==> src/rtl/uart_pkg.sv <==
// Shared types and byte constants for the UART loopback line path.
package uart_pkg;

    typedef enum logic {FILL, DRAIN} line_state_t;

    localparam logic [7:0] UART_CR = 8'h0D;
    localparam logic [7:0] UART_LF = 8'h0A;

endpackage

==> src/rtl/uart_line_buffer_if.sv <==
// RX strobe, TX handshake and status bundle of the line buffer.
interface uart_line_buffer_if #(
    parameter int CNT_W = 16
);
    logic             rx_valid;
    logic [7:0]       rx_data;
    logic             tx_valid;
    logic [7:0]       tx_data;
    logic             tx_ready;
    logic             busy;
    logic             overflow;
    logic [CNT_W-1:0] drop_cnt;

    modport master (
        output rx_valid, rx_data, tx_ready,
        input  tx_valid, tx_data, busy, overflow, drop_cnt
    );

    modport slave (
        input  rx_valid, rx_data, tx_ready,
        output tx_valid, tx_data, busy, overflow, drop_cnt
    );
endinterface

==> src/rtl/uart_byte_ram.sv <==
// DEPTH x 8 line storage: one synchronous write port, one asynchronous read port.
module uart_byte_ram #(
    parameter int DEPTH = 64,
    localparam int ADDR_W = $clog2(DEPTH)
) (
    input  logic              clk,
    input  logic              we,
    input  logic [ADDR_W-1:0] waddr,
    input  logic [7:0]        wdata,
    input  logic [ADDR_W-1:0] raddr,
    output logic [7:0]        rdata
);
    logic [7:0] mem [DEPTH];

    always_ff @(posedge clk) begin
        if (we) mem[waddr] <= wdata;
    end

    assign rdata = mem[raddr];
endmodule

==> src/rtl/uart_line_buffer.sv <==
// Collects an RX line up to the terminator (or a full buffer), then replays it to TX.
// Bytes arriving during replay are dropped and counted.
module uart_line_buffer
    import uart_pkg::*;
#(
    parameter int         DEPTH = 64,
    parameter logic [7:0] TERM  = UART_CR,
    parameter int         CNT_W = 16
) (
    input logic               clk,
    input logic               rst,
    uart_line_buffer_if.slave bus
);
    localparam int ADDR_W = $clog2(DEPTH);
    localparam logic [ADDR_W:0] CNT_FULL = (ADDR_W+1)'(DEPTH);
    localparam logic [ADDR_W:0] CNT_ONE  = (ADDR_W+1)'(1);

    line_state_t       state, state_nxt;
    logic [ADDR_W-1:0] wr_ptr, rd_ptr;
    logic [ADDR_W:0]   count;
    logic [CNT_W-1:0]  drop_cnt;
    logic              overflow;
    logic              wr_en, pop, drop;
    logic [7:0]        rd_data;

    always_comb begin
        state_nxt = state;
        wr_en     = 1'b0;
        pop       = 1'b0;
        drop      = 1'b0;
        case (state)
            FILL: begin
                if (bus.rx_valid) begin
                    wr_en = 1'b1;
                    // one check covers both closers, so TERM landing in the last slot triggers once
                    if (bus.rx_data == TERM || count + 1'b1 == CNT_FULL) state_nxt = DRAIN;
                end
            end
            DRAIN: begin
                drop = bus.rx_valid;
                if (count != '0 && bus.tx_ready) begin
                    pop = 1'b1;
                    if (count == CNT_ONE) state_nxt = FILL;
                end
            end
            default: state_nxt = FILL;
        endcase
    end

    always_ff @(posedge clk or posedge rst) begin
        if (rst) begin
            state    <= FILL;
            wr_ptr   <= '0;
            rd_ptr   <= '0;
            count    <= '0;
            drop_cnt <= '0;
            overflow <= 1'b0;
        end else begin
            state    <= state_nxt;
            overflow <= drop;
            if (wr_en) begin
                wr_ptr <= wr_ptr + 1'b1;
                count  <= count + 1'b1;
            end
            if (pop) begin
                rd_ptr <= rd_ptr + 1'b1;
                count  <= count - 1'b1;
            end
            if (drop && drop_cnt != '1) drop_cnt <= drop_cnt + 1'b1;
        end
    end

    uart_byte_ram #(.DEPTH(DEPTH)) u_ram (
        .clk   (clk),
        .we    (wr_en),
        .waddr (wr_ptr),
        .wdata (bus.rx_data),
        .raddr (rd_ptr),
        .rdata (rd_data)
    );

    assign bus.tx_valid = (state == DRAIN) && (count != '0);
    assign bus.tx_data  = rd_data;
    assign bus.busy     = (state == DRAIN);
    assign bus.overflow = overflow;
    assign bus.drop_cnt = drop_cnt;
endmodule

==> src/flat_wrapper.sv <==
// flat-port wrapper written by rule: the top's interface ports become plain ports
module uart_line_buffer_flat import uart_pkg::*;
#(
    parameter int         DEPTH = 64,
    parameter logic [7:0] TERM  = UART_CR,
    parameter int         CNT_W = 16
)
  (clk, rst, bus_rx_valid, bus_rx_data, bus_tx_ready, bus_tx_valid, bus_tx_data, bus_busy, bus_overflow, bus_drop_cnt);
  uart_line_buffer_if #(.CNT_W(CNT_W)) bus_i ();
  input logic clk;
  input logic rst;
  input wire logic [$bits(bus_i.rx_valid)-1:0] bus_rx_valid;
  input wire logic [$bits(bus_i.rx_data)-1:0] bus_rx_data;
  input wire logic [$bits(bus_i.tx_ready)-1:0] bus_tx_ready;
  output wire logic [$bits(bus_i.tx_valid)-1:0] bus_tx_valid;
  output wire logic [$bits(bus_i.tx_data)-1:0] bus_tx_data;
  output wire logic [$bits(bus_i.busy)-1:0] bus_busy;
  output wire logic [$bits(bus_i.overflow)-1:0] bus_overflow;
  output wire logic [$bits(bus_i.drop_cnt)-1:0] bus_drop_cnt;
  assign bus_i.rx_valid = bus_rx_valid;
  assign bus_i.rx_data = bus_rx_data;
  assign bus_i.tx_ready = bus_tx_ready;
  assign bus_tx_valid = bus_i.tx_valid;
  assign bus_tx_data = bus_i.tx_data;
  assign bus_busy = bus_i.busy;
  assign bus_overflow = bus_i.overflow;
  assign bus_drop_cnt = bus_i.drop_cnt;
  uart_line_buffer #(.DEPTH(DEPTH), .TERM(TERM), .CNT_W(CNT_W)) u_core (.clk(clk), .rst(rst), .bus(bus_i));
endmodule
==> config.mk <==
export PLATFORM = sky130hd
export DESIGN_NAME = uart_line_buffer_flat
export DESIGN_NICKNAME = d
export VERILOG_FILES = /design/src/rtl/uart_pkg.sv /design/src/rtl/uart_line_buffer_if.sv /design/src/rtl/uart_byte_ram.sv /design/src/rtl/uart_line_buffer.sv /design/src/flat_wrapper.sv
export SDC_FILE = /design/constraint.sdc
export NUM_CORES = 1
export LEC_CHECK = 0
export CORE_ASPECT_RATIO = 0.5
export CORE_MARGIN = 4
export CORE_UTILIZATION = 28
export CTS_CLUSTER_DIAMETER = 100
export DETAILED_ROUTE_END_ITERATION = 8
export PLACE_DENSITY_LB_ADDON = 0.15
export SETUP_SLACK_MARGIN = 0.3
export SYNTH_ARGS = -nofsm -noshare
export SYNTH_HDL_FRONTEND = slang
export SYNTH_SLANG_ARGS = --single-unit
==> constraint.sdc <==
create_clock -name clk -period 2.3 [get_ports clk]
set_input_delay 0.46 -clock clk [delete_from_list [all_inputs] [get_ports clk]]
set_output_delay 0.46 -clock clk [all_outputs]
set_load 0.02 [all_outputs]
==> reports/summary.txt, run 1 <==
Setup crit end kind = output pin
RSZ-0062 raised after global routing = yes
Avg Vias per Cell = 4.79
Reg2reg end = u_core.rd_ptr[5]
Worst Setup Path Type = reg2out
Worst-path cell chain = buf_12 -> buf_12 -> mux4_2 -> a22oi_2 -> nand4_1 -> nand2_2 -> o41ai_2 -> buf_4
Critical path's most frequent cell = buf_12
Status = finished, violations left
WP data required = 1.84 ns
Synth Cell Area = 21800 sq um
Final #Nets = 1379
Core Area = 76100 sq um
H-tree levels = 2
Syn Area/Cell = 19.3 sq um
Reg2reg setup slack = 0.32 ns
Worst-path clk slew = 0.06 ns
Endpoints failing setup = 9
CTS Buf Count = 52
Wire length per cell = 23.9 um
Hold WC Path Type = in2async
Die ar. = 82600 sq um
Sink Count = 549
Crit path max-delay family = flip-flops
Violated checks = setup timing
Cells after Synth = 1131
Final instance area = 27800 sq um
Fin crit share = 1.44
DRC violations left = 0
CP bufs+invs = 3
Drt pass-1 iters = 5
# port buffers = 38
Worst path max stage delay = 0.52 ns
Crit. Startpoint = u_core.rd_ptr[0]
Root Buffer = clkbuf_16
Die width = 402 um
Io pins = 39
Syn Nets = 1149
Worst r2r path cells = 6
Number of fill cells = 7045
WL final = 58000 um
Crit path time final = 3.31 ns
Final ANT Viol Nets = 0
First-pass GRT wire length = 85300 um
Post-synth top cells = 512 x edfxtp_1, 128 x mux4_2, 101 x nor2_1
Post-synth EDFFs = 512
Slowest cell on crit path = dfrtp_4
Total grt overflow = 0
Via count = 11600
Cell leakage power = 9.03 nW
Cell area power density = 1040 nW/um^2
Final GP Congestion = 0.771
Worst Skew = 0.0288 ns
Final hold vios = 0
TritonCTS clock tree = built
Most numerous cell in the Yosys netlist = edfxtp_1
Post-synth ARST share = 0.0674
Pre-CTS setup slack = -0.919 ns
Largest net degree at the start of global routing = 65
Diode count = 0
Critical Path Source Type = register
Sequential cell area fraction in the yosys report = 0.748
Drt first-iter violations = 945
Area delta synth->final = 27.8%
GRT Util Overall = 0.141
Fmax achieved = 302 MHz
Share of layout cells above drive strength 1 = 0.396
Yosys top cell area share = 0.706
Initial antenna violation count = 2
Maxcap violations = 0
Peak VDD IR = 0.542 mV
CP arrival = 2.85 ns
Clock buffer depth = 3
Worst Tran Pin Value = 0.794 ns
Reg2Reg Launch Point = u_core.count[3]
Hold-fix buffers at CTS = 0
Starting Density = 0.286
Area leader, netlist = edfxtp_1
Most used DFF post-synth = edfxtp_1
Fin worst setup slack = -1.01 ns
WP depth = 8
Post-DP HPWL = 37500 um
Cell variety after synth = 56
Number of synthesized register bits = 549
Die height = 205 um
Placed inst area = 25500 sq um
Max FO, Critical Path = 7
Vias in the first global route = 12300
Std-Cell Rows = 71
Rel. slew slack = 0.471
Synth area leaders = edfxtp_1 71%, mux4_2 13%, dfrtp_1 4.3%
Worst skew pair latency = 0.62 ns
Syn. warnings = 0
Max Slew Vio Count = 0
[how the worst max path moves through the flow]
| stage | end | slack [ns] |
|---|---|---|
| after CTS | bus_tx_data[7] | -1.06 |
| after floorplan | bus_tx_data[2] | 0.03 |
| after detailed placement | bus_tx_data[7] | -0.92 |
| after global routing | bus_tx_data[7] | -1.08 |
| after global placement | bus_tx_data[0] | -0.88 |
| final | bus_tx_data[7] | -1.01 |
[routing by layer]
layer	part of all wire	vias to the layer above	track usage
met1	0.47	6229	0.204
li1	-	5063	-
met5	0	-	0
met2	0.47	245	0.225
met4	0.015	0	0.0328
met3	0.044	63	0.0225
[stage by stage]
| stage | hold WS [ns] | utilization | power [mW] | setup TNS (ns) | std cells |
|---|---|---|---|---|---|
| finish | 0.277 | 0.366 | 29.0 | -7.53 | 2424 |
| global route | 0.278 | 0.366 | 30.4 | -8.44 | 2424 |
| CTS | 0.247 | 0.363 | 29.3 | -8.03 | 2421 |
| detailed placement | 0.492 | 0.335 | 19.6 | -35.41 | 2314 |
| global placement | 0.484 | 0.335 | 19.5 | -27.57 | 2314 |
| floorplan | 0.547 | - | 16.8 | 0 | 1131 |
[final cells by class]
class / instances / area, sq um / share of cell area
flip-flops and latches: 549 / 16300 / 0.586
multi-input cells: 510 / 5730 / 0.206
repair buffers: 244 / 2750 / 0.0990
clock buffers: 63 / 1410 / 0.0505
well taps: 1022 / 1280 / 0.0460
clock inverters: 32 / 329 / 0.0118
inverters: 4 / 15.0 / 0.000540
[sequential cells by signal (all words and copies together), names as in the netlist]
name                 flops
u_core.bus.busy          1
u_core.bus.drop_cnt     16
u_core.bus.overflow      1
u_core.count             7
u_core.rd_ptr            6
u_core.u_ram.mem       512
u_core.wr_ptr            6
[cells by family (layout without fill, tap and decap cells)]
family                   after synthesis  count (layout)  share of synthesized area
flip-flops                           549             549                      0.748
AND/OR/NAND/NOR                      250             250                     0.0550
multiplexers                         138             138                      0.137
AO/OA/AOI/OAI                         88              89                     0.0292
buffers and inverters                 73             343                     0.0159
XOR/XNOR                              27              27                     0.0109
adder cells (fa/ha/maj)                6               6                    0.00345
[power breakdown]
part / total [mW] / internal [mW] / leakage [nW] / switching (mW)
logic: 8.45 / 4.30 / 3.10 / 4.15
registers: 11.8 / 11.4 / 5.08 / 0.350
clock network: 8.81 / 5.03 / 0.848 / 3.78
[cell usage in the layout, fill, tap and decap left out, drive strengths merged, types with 4 or more instances in the layout]
cell type / instances
nor2: 101
nor3: 19
o22ai: 17
and3: 4
mux2i: 8
buf: 222
or2: 8
ha: 6
inv: 6
or3b: 5
nand4: 11
nand2: 44
xnor2: 20
o21ai: 7
nor2b: 5
dlygate4sd2: 18
bufinv: 6
o2bb2ai: 5
a22oi: 20
a21oi: 10
clkbuf: 63
clkinv: 22
edfxtp: 512
nand3: 24
dfrtp: 37
mux4: 128
nand3b: 7
o221ai: 7
xor2: 7
[repair_timing]
item,4_1_cts,5_1_grt
gates cloned,3,1
pin swaps,31,13
setup endpoints to repair,178,170
setup buffers,9,2
resized for setup,135,27
No activity file was read; power rests on OpenSTA's default activity.
==> inputs of run 2 (changes only) <==
Settings changed: PLACE_DENSITY from default to 0.43, PLACE_DENSITY_LB_ADDON 0.15 to default.
==> reports/summary.txt, run 2 (synthesis results as in run 1) <==
# port buffers = 38 (unchanged)
Comb power frac = 0.308 (+0.017)
Fmax achieved = 295 MHz (-2.2%)
Post-route setup TNS = -7.92 ns (-0.392 ns)
Fin cells = 2461 (+1.5%)
Share of layout cells above drive strength 1 = 0.414 (+0.0183)
Design Power = 29.2 mW (+0.52%)
Max FO, Critical Path = 6 (-1)
Max Slew Vio Count = 0 (unchanged)
Peak VDD IR = 0.529 mV (-2.4%)
Final ANT Viol Nets = 0 (unchanged)
Met3 Track Usage GR = 0.0253 (+0.00280)
Reg power frac = 0.402 (-0.003)
Cell leakage power = 9.14 nW (+1.3%)
Worst Tran Pin Value = 0.857 ns (+0.0631 ns)
GRT Util Overall = 0.142 (+0.000609)
Vias in the first global route = 12300 (+0.016%)
Drt pass-1 iters = 9 (+4)
Die ar. = 82600 sq um (unchanged)
Rel. slew slack = 0.429 (-0.0421)
GR peak layer = met2
H-tree levels = 2 (unchanged)
Fin worst setup slack = -1.09 ns (-0.0759 ns)
Area delta synth->final = 28.4%
Worst Setup Path Type = reg2out
M1 GR Usage = 0.202 (-0.00189)
Initial antenna violation count = 0 (-2)
Core Area = 76100 sq um (unchanged)
WP data required = 1.84 ns (about the same)
Clock buffer depth = 3 (unchanged)
Top flop regs = u_core.u_ram.mem x512, u_core.bus.drop_cnt x16, u_core.count x7
Maxcap violations = 0 (unchanged)
Endpoints failing setup = 9 (unchanged)
Crit path time final = 3.39 ns (+0.0759 ns)
Drt first-iter violations = 969 (+2.5%)
Placed inst area = 25400 sq um (-0.25%)
Worst skew pair latency = 0.62 ns (about the same)
Final instance area = 28000 sq um (+0.53%)
Critical Path Source Type = register
Worst path max stage delay = 0.55 ns (+0.03 ns)
Commonest cells after routing, fill and taps aside = 512 x edfxtp_1, 162 x buf_4, 128 x mux4_2
Die width = 402 um (unchanged)
Final hold vios = 0 (unchanged)
Layout Utilization = 0.367 (+0.00194)
WL final = 58900 um (+1.5%)
Pre-CTS setup slack = -0.885 ns (+0.0336 ns)
CTS Buf Count = 52 (unchanged)
Final GP Congestion = 0.783 (+1.5%)
Largest Register = u_core.u_ram.mem
GR Util met2 = 0.226 (+0.00160)
Worst Skew = 0.0213 ns (-0.00754 ns)
Die height = 205 um (unchanged)
CP arrival = 2.93 ns (+0.08 ns)
Status = finished, violations left
Std-Cell Rows = 71 (unchanged)
Hold-fix buffers at CTS = 0 (unchanged)
Placed cell count = 2326 (+0.52%)
Post-DP HPWL = 37600 um (+0.35%)
First-pass GRT wire length = 85300 um (about the same)
Sink Count = 549 (unchanged)
TritonCTS clock tree = built
Max reg flops = 512 (unchanged)
Starting Density = 0.286 (unchanged)
Hold WC Path Type = in2async
Sw Pwr = 8.48 mW (+2.5%)
Largest net degree at the start of global routing = 65 (unchanged)
DRC violations left = 0 (unchanged)
Root Buffer = clkbuf_16
Most common cell after layout, fill and taps aside = edfxtp_1
Wire length per cell = 23.9 um (about the same)
Slowest cell on crit path = dfrtp_4
Crit path max-delay family = buffers and inverters
Clk pwr share = 0.290 (-0.013)
Avg Vias per Cell = 4.77 (-0.42%)
Worst-path clk slew = 0.07 ns (about the same)
CP bufs+invs = 4 (+1)
RSZ-0062 raised after global routing = yes
Total grt overflow = 0 (unchanged)
Via count = 11700 (+1.1%)
Violated checks = setup timing
Fin crit share = 1.47 (+0.0330)
Diode count = 0 (unchanged)
Pint = 20.7 mW (-0.28%)
Worst-path cell chain = buf_12 -> buf_8 -> mux4_2 -> a22oi_2 -> buf_4 -> nand4_1 -> nand2_1 -> o41ai_4 -> buf_4
Setup crit end kind = output pin
Final #Nets = 1413 (+2.5%)
Hold_ws = 0.258 ns (-0.0190 ns)
Critical path's most frequent cell = buf_4
Switching Share = 0.291 (+0.00571)
Io pins = 39 (unchanged)
Cell area power density = 1040 nW/um^2 (about the same)
## run 2: final cells by class
class / count / area [sq um]
fill: 7044 / 48200
sequential: 549 / 16300
multi-input combinational: 510 / 5790
timing repair buffer: 278 / 2940
clock buffer: 63 / 1360
tap: 1022 / 1280
clock inverter: 35 / 275
inverter: 4 / 15.0
## run 2: worst reg2reg max path, delay by kind of cell (launching register included)
| family | cells | cell delay [ns] |
|---|---|---|
| simple gates | 2 | 0.97 |
| flops | 1 | 0.51 |
| buf+inv | 1 | 0.19 |
## run 2: what timing repair did
action,4_1_cts,5_1_grt
cloned,4,1
buffers inserted,24,8
resized for setup,136,58
pin swaps,27,26
endpoints found under the setup margin,155,247
## run 2: final timing paths
kind	cells past startpoint	endpoint	slack (ns)	startpoint
worst max register to register	3	u_core.u_ram.mem[7][4]	0.34	u_core.wr_ptr[3]
max in group asynchronous	4	u_core.bus.drop_cnt[4]	1.55	rst
worst max-delay path	9	bus_tx_data[7]	-1.09	u_core.rd_ptr[0]
worst min-delay path	3	u_core.bus.drop_cnt[13]	0.26	rst
min in group clk	2	u_core.u_ram.mem[62][3]	0.33	bus_rx_data[3]
worst min register to register	1	u_core.bus.drop_cnt[13]	0.51	u_core.bus.drop_cnt[13]
## run 2: power by group through the flow
stage	registers, mW	logic (mW)	clock network [mW]
6_report	11.7	9.00	8.46
5_1_grt	11.8	9.60	9.10
4_1_cts	11.7	8.79	8.69
3_5_place_dp	12.0	7.75	0
3_3_place_gp	11.9	7.71	0
2_1_floorplan	11.8	4.99	0
## run 2: routing by layer
metal,vias up,share of wire,wire length [um]
met3,69,0.055,3220
met5,-,0,0
met2,307,0.46,27200
met1,6210,0.47,27400
li1,5142,-,-
met4,0,0.018,1040
==> inputs of run 3 (changes only) <==
Settings changed: REMOVE_ABC_BUFFERS from default to 1, SKIP_CTS_REPAIR_TIMING from default to 1.
==> reports/summary.txt, run 3 (synthesis results as in run 1) <==
Die ar. = 82600 sq um (unchanged)
WP data required = 1.84 ns (about the same)
CP arrival = 2.98 ns (+0.05 ns)
Design Power = 29.4 mW (+0.78%)
Reg power frac = 0.402 (about the same)
H-tree levels = 2 (unchanged)
Maxcap violations = 0 (unchanged)
Worst Setup Path Type = reg2out
# port buffers = 38 (unchanged)
Core Area = 76100 sq um (unchanged)
Total grt overflow = 0 (unchanged)
Fin crit share = 1.49 (+0.0215)
Max Slew Vio Count = 0 (unchanged)
Worst r2r path cells = 6 (+3)
Comb power frac = 0.293 (-0.015)
Initial antenna violation count = 1 (+1)
Placed inst area = 24800 sq um (-2.3%)
Vias in the first global route = 12000 (-2.8%)
Top flop regs = u_core.u_ram.mem x512, u_core.bus.drop_cnt x16, u_core.count x7
Die width = 402 um (unchanged)
Reg2reg end = u_core.count[4]
Clock buffer depth = 3 (unchanged)
Io pins = 39 (unchanged)
Starting Density = 0.286 (unchanged)
Final hold vios = 0 (unchanged)
Fin worst setup slack = -1.14 ns (-0.0495 ns)
First-pass GRT wire length = 83400 um (-2.2%)
TritonCTS clock tree = built
CTS Buf Count = 54 (+3.8%)
Wire length per cell = 24.0 um (+0.27%)
Root Buffer = clkbuf_16
Sink Count = 549 (unchanged)
Final instance area = 27500 sq um (-1.8%)
Max FO, Critical Path = 8 (+2)
Largest Register = u_core.u_ram.mem
Sw Pwr = 8.45 mW (-0.34%)
Rel. slew slack = 0.438 (+0.00888)
Setup crit end kind = output pin
WL final = 58600 um (-0.43%)
Cell leakage power = 9.30 nW (+1.7%)
Endpoints failing setup = 9 (unchanged)
Final GP Congestion = 0.807 (+3.1%)
Std-Cell Rows = 71 (unchanged)
Pint = 21.0 mW (+1.2%)
Worst-path clk slew = 0.07 ns (about the same)
Violated checks = setup timing
Largest net degree at the start of global routing = 65 (unchanged)
Die height = 205 um (unchanged)
Switching Share = 0.287 (-0.00323)
Final #Nets = 1394 (-1.3%)
Commonest cells after routing, fill and taps aside = 512 x edfxtp_1, 176 x buf_4, 128 x mux4_2
Drt first-iter violations = 1161 (+20%)
Post-DP HPWL = 37600 um (about the same)
Reg2reg setup slack = 0.24 ns (-0.10 ns)
GRT Util Overall = 0.138 (-0.00354)
Peak VDD IR = 0.541 mV (+2.3%)
Hold WC Path Type = in2async
Share of layout cells above drive strength 1 = 0.374 (-0.0398)
Most common cell after layout, fill and taps aside = edfxtp_1
RSZ-0062 raised after global routing = yes
Area delta synth->final = 26.1%
Drt pass-1 iters = 5 (-4)
Status = finished, violations left
Cell area power density = 1070 nW/um^2 (+2.7%)
Max reg flops = 512 (unchanged)
Crit path time final = 3.44 ns (+0.0495 ns)
Via count = 11600 (-0.72%)
Fmax achieved = 291 MHz (-1.4%)
Avg Vias per Cell = 4.76 (about the same)
Worst Skew = 0.0201 ns (-0.00121 ns)
Clk pwr share = 0.305 (+0.015)
Critical Path Source Type = register
DRC violations left = 0 (unchanged)
Reg2Reg Launch Point = u_core.count[4]
Final ANT Viol Nets = 0 (unchanged)
Worst Tran Pin Value = 0.843 ns (-0.0133 ns)
Worst skew pair latency = 0.62 ns (about the same)
-- run 3: layer usage --
metal / wire length [um] / part of all wire / GRT usage
met5: 13 / 0.00022 / 0
met4: 1650 / 0.028 / 0.0413
met3: 2500 / 0.043 / 0.0252
met2: 26900 / 0.46 / 0.219
met1: 27500 / 0.47 / 0.195
-- run 3: worst max-delay path: stages (launching register included) --
cell and delay (ns):
dfrtp_4 0.60, buf_12 0.21, buf_16 0.16, buf_6 0.11, mux4_2 0.35, o22ai_4 0.08, buf_6 0.14, o41ai_4 0.40
buf_4 0.18, buf_6 0.11
-- run 3: cell type report --
| cell class | instances | area [sq um] |
|---|---|---|
| tap | 1022 | 1280 |
| sequential | 549 | 16300 |
| timing repair buffer | 258 | 2570 |
| clock buffer | 61 | 1400 |
| multi-input combinational | 509 | 5500 |
| inverter | 4 | 15.0 |
| antenna | 1 | 2.50 |
| fill | 7053 | 48700 |
| clock inverter | 40 | 383 |
-- run 3: how the worst max path moves through the flow --
stage	slack, ns	end	start	depth (start not counted)
3_3_place_gp	-1.38	bus_tx_data[4]	u_core.rd_ptr[0]	8
6_report	-1.14	bus_tx_data[4]	u_core.rd_ptr[0]	9
2_1_floorplan	-4.81	bus_tx_data[4]	u_core.rd_ptr[0]	4
4_1_cts	-1.95	bus_tx_data[4]	u_core.rd_ptr[0]	8
5_1_grt	-1.19	bus_tx_data[4]	u_core.rd_ptr[0]	8
3_5_place_dp	-1.29	bus_tx_data[4]	u_core.rd_ptr[0]	8
-- run 3: stage by stage --
| step | setup slack (ns) | hold WS [ns] | setup TNS (ns) | cells | util |
|---|---|---|---|---|---|
| 3_3_place_gp | -1.38 | 0.488 | -45.38 | 2314 | 0.326 |
| 4_1_cts | -1.95 | 0.0667 | -13.72 | 2415 | 0.350 |
| 6_report | -1.14 | 0.0905 | -8.47 | 2444 | 0.361 |
| 3_5_place_dp | -1.29 | 0.495 | -44.73 | 2314 | 0.326 |
| 5_1_grt | -1.19 | 0.0964 | -9.24 | 2443 | 0.361 |
| 2_1_floorplan | -4.81 | 0.535 | -64.46 | 1062 | - |
-- run 3: power groups by stage --
stage	Clock, mW	Combinational [mW]	Sequential (mW)
floorplan	0	3.04	12.4
global placement	0	7.48	12.0
detailed placement	0	7.52	12.0
CTS	9.21	7.55	11.8
global route	9.65	9.21	11.8
finish	8.98	8.61	11.8
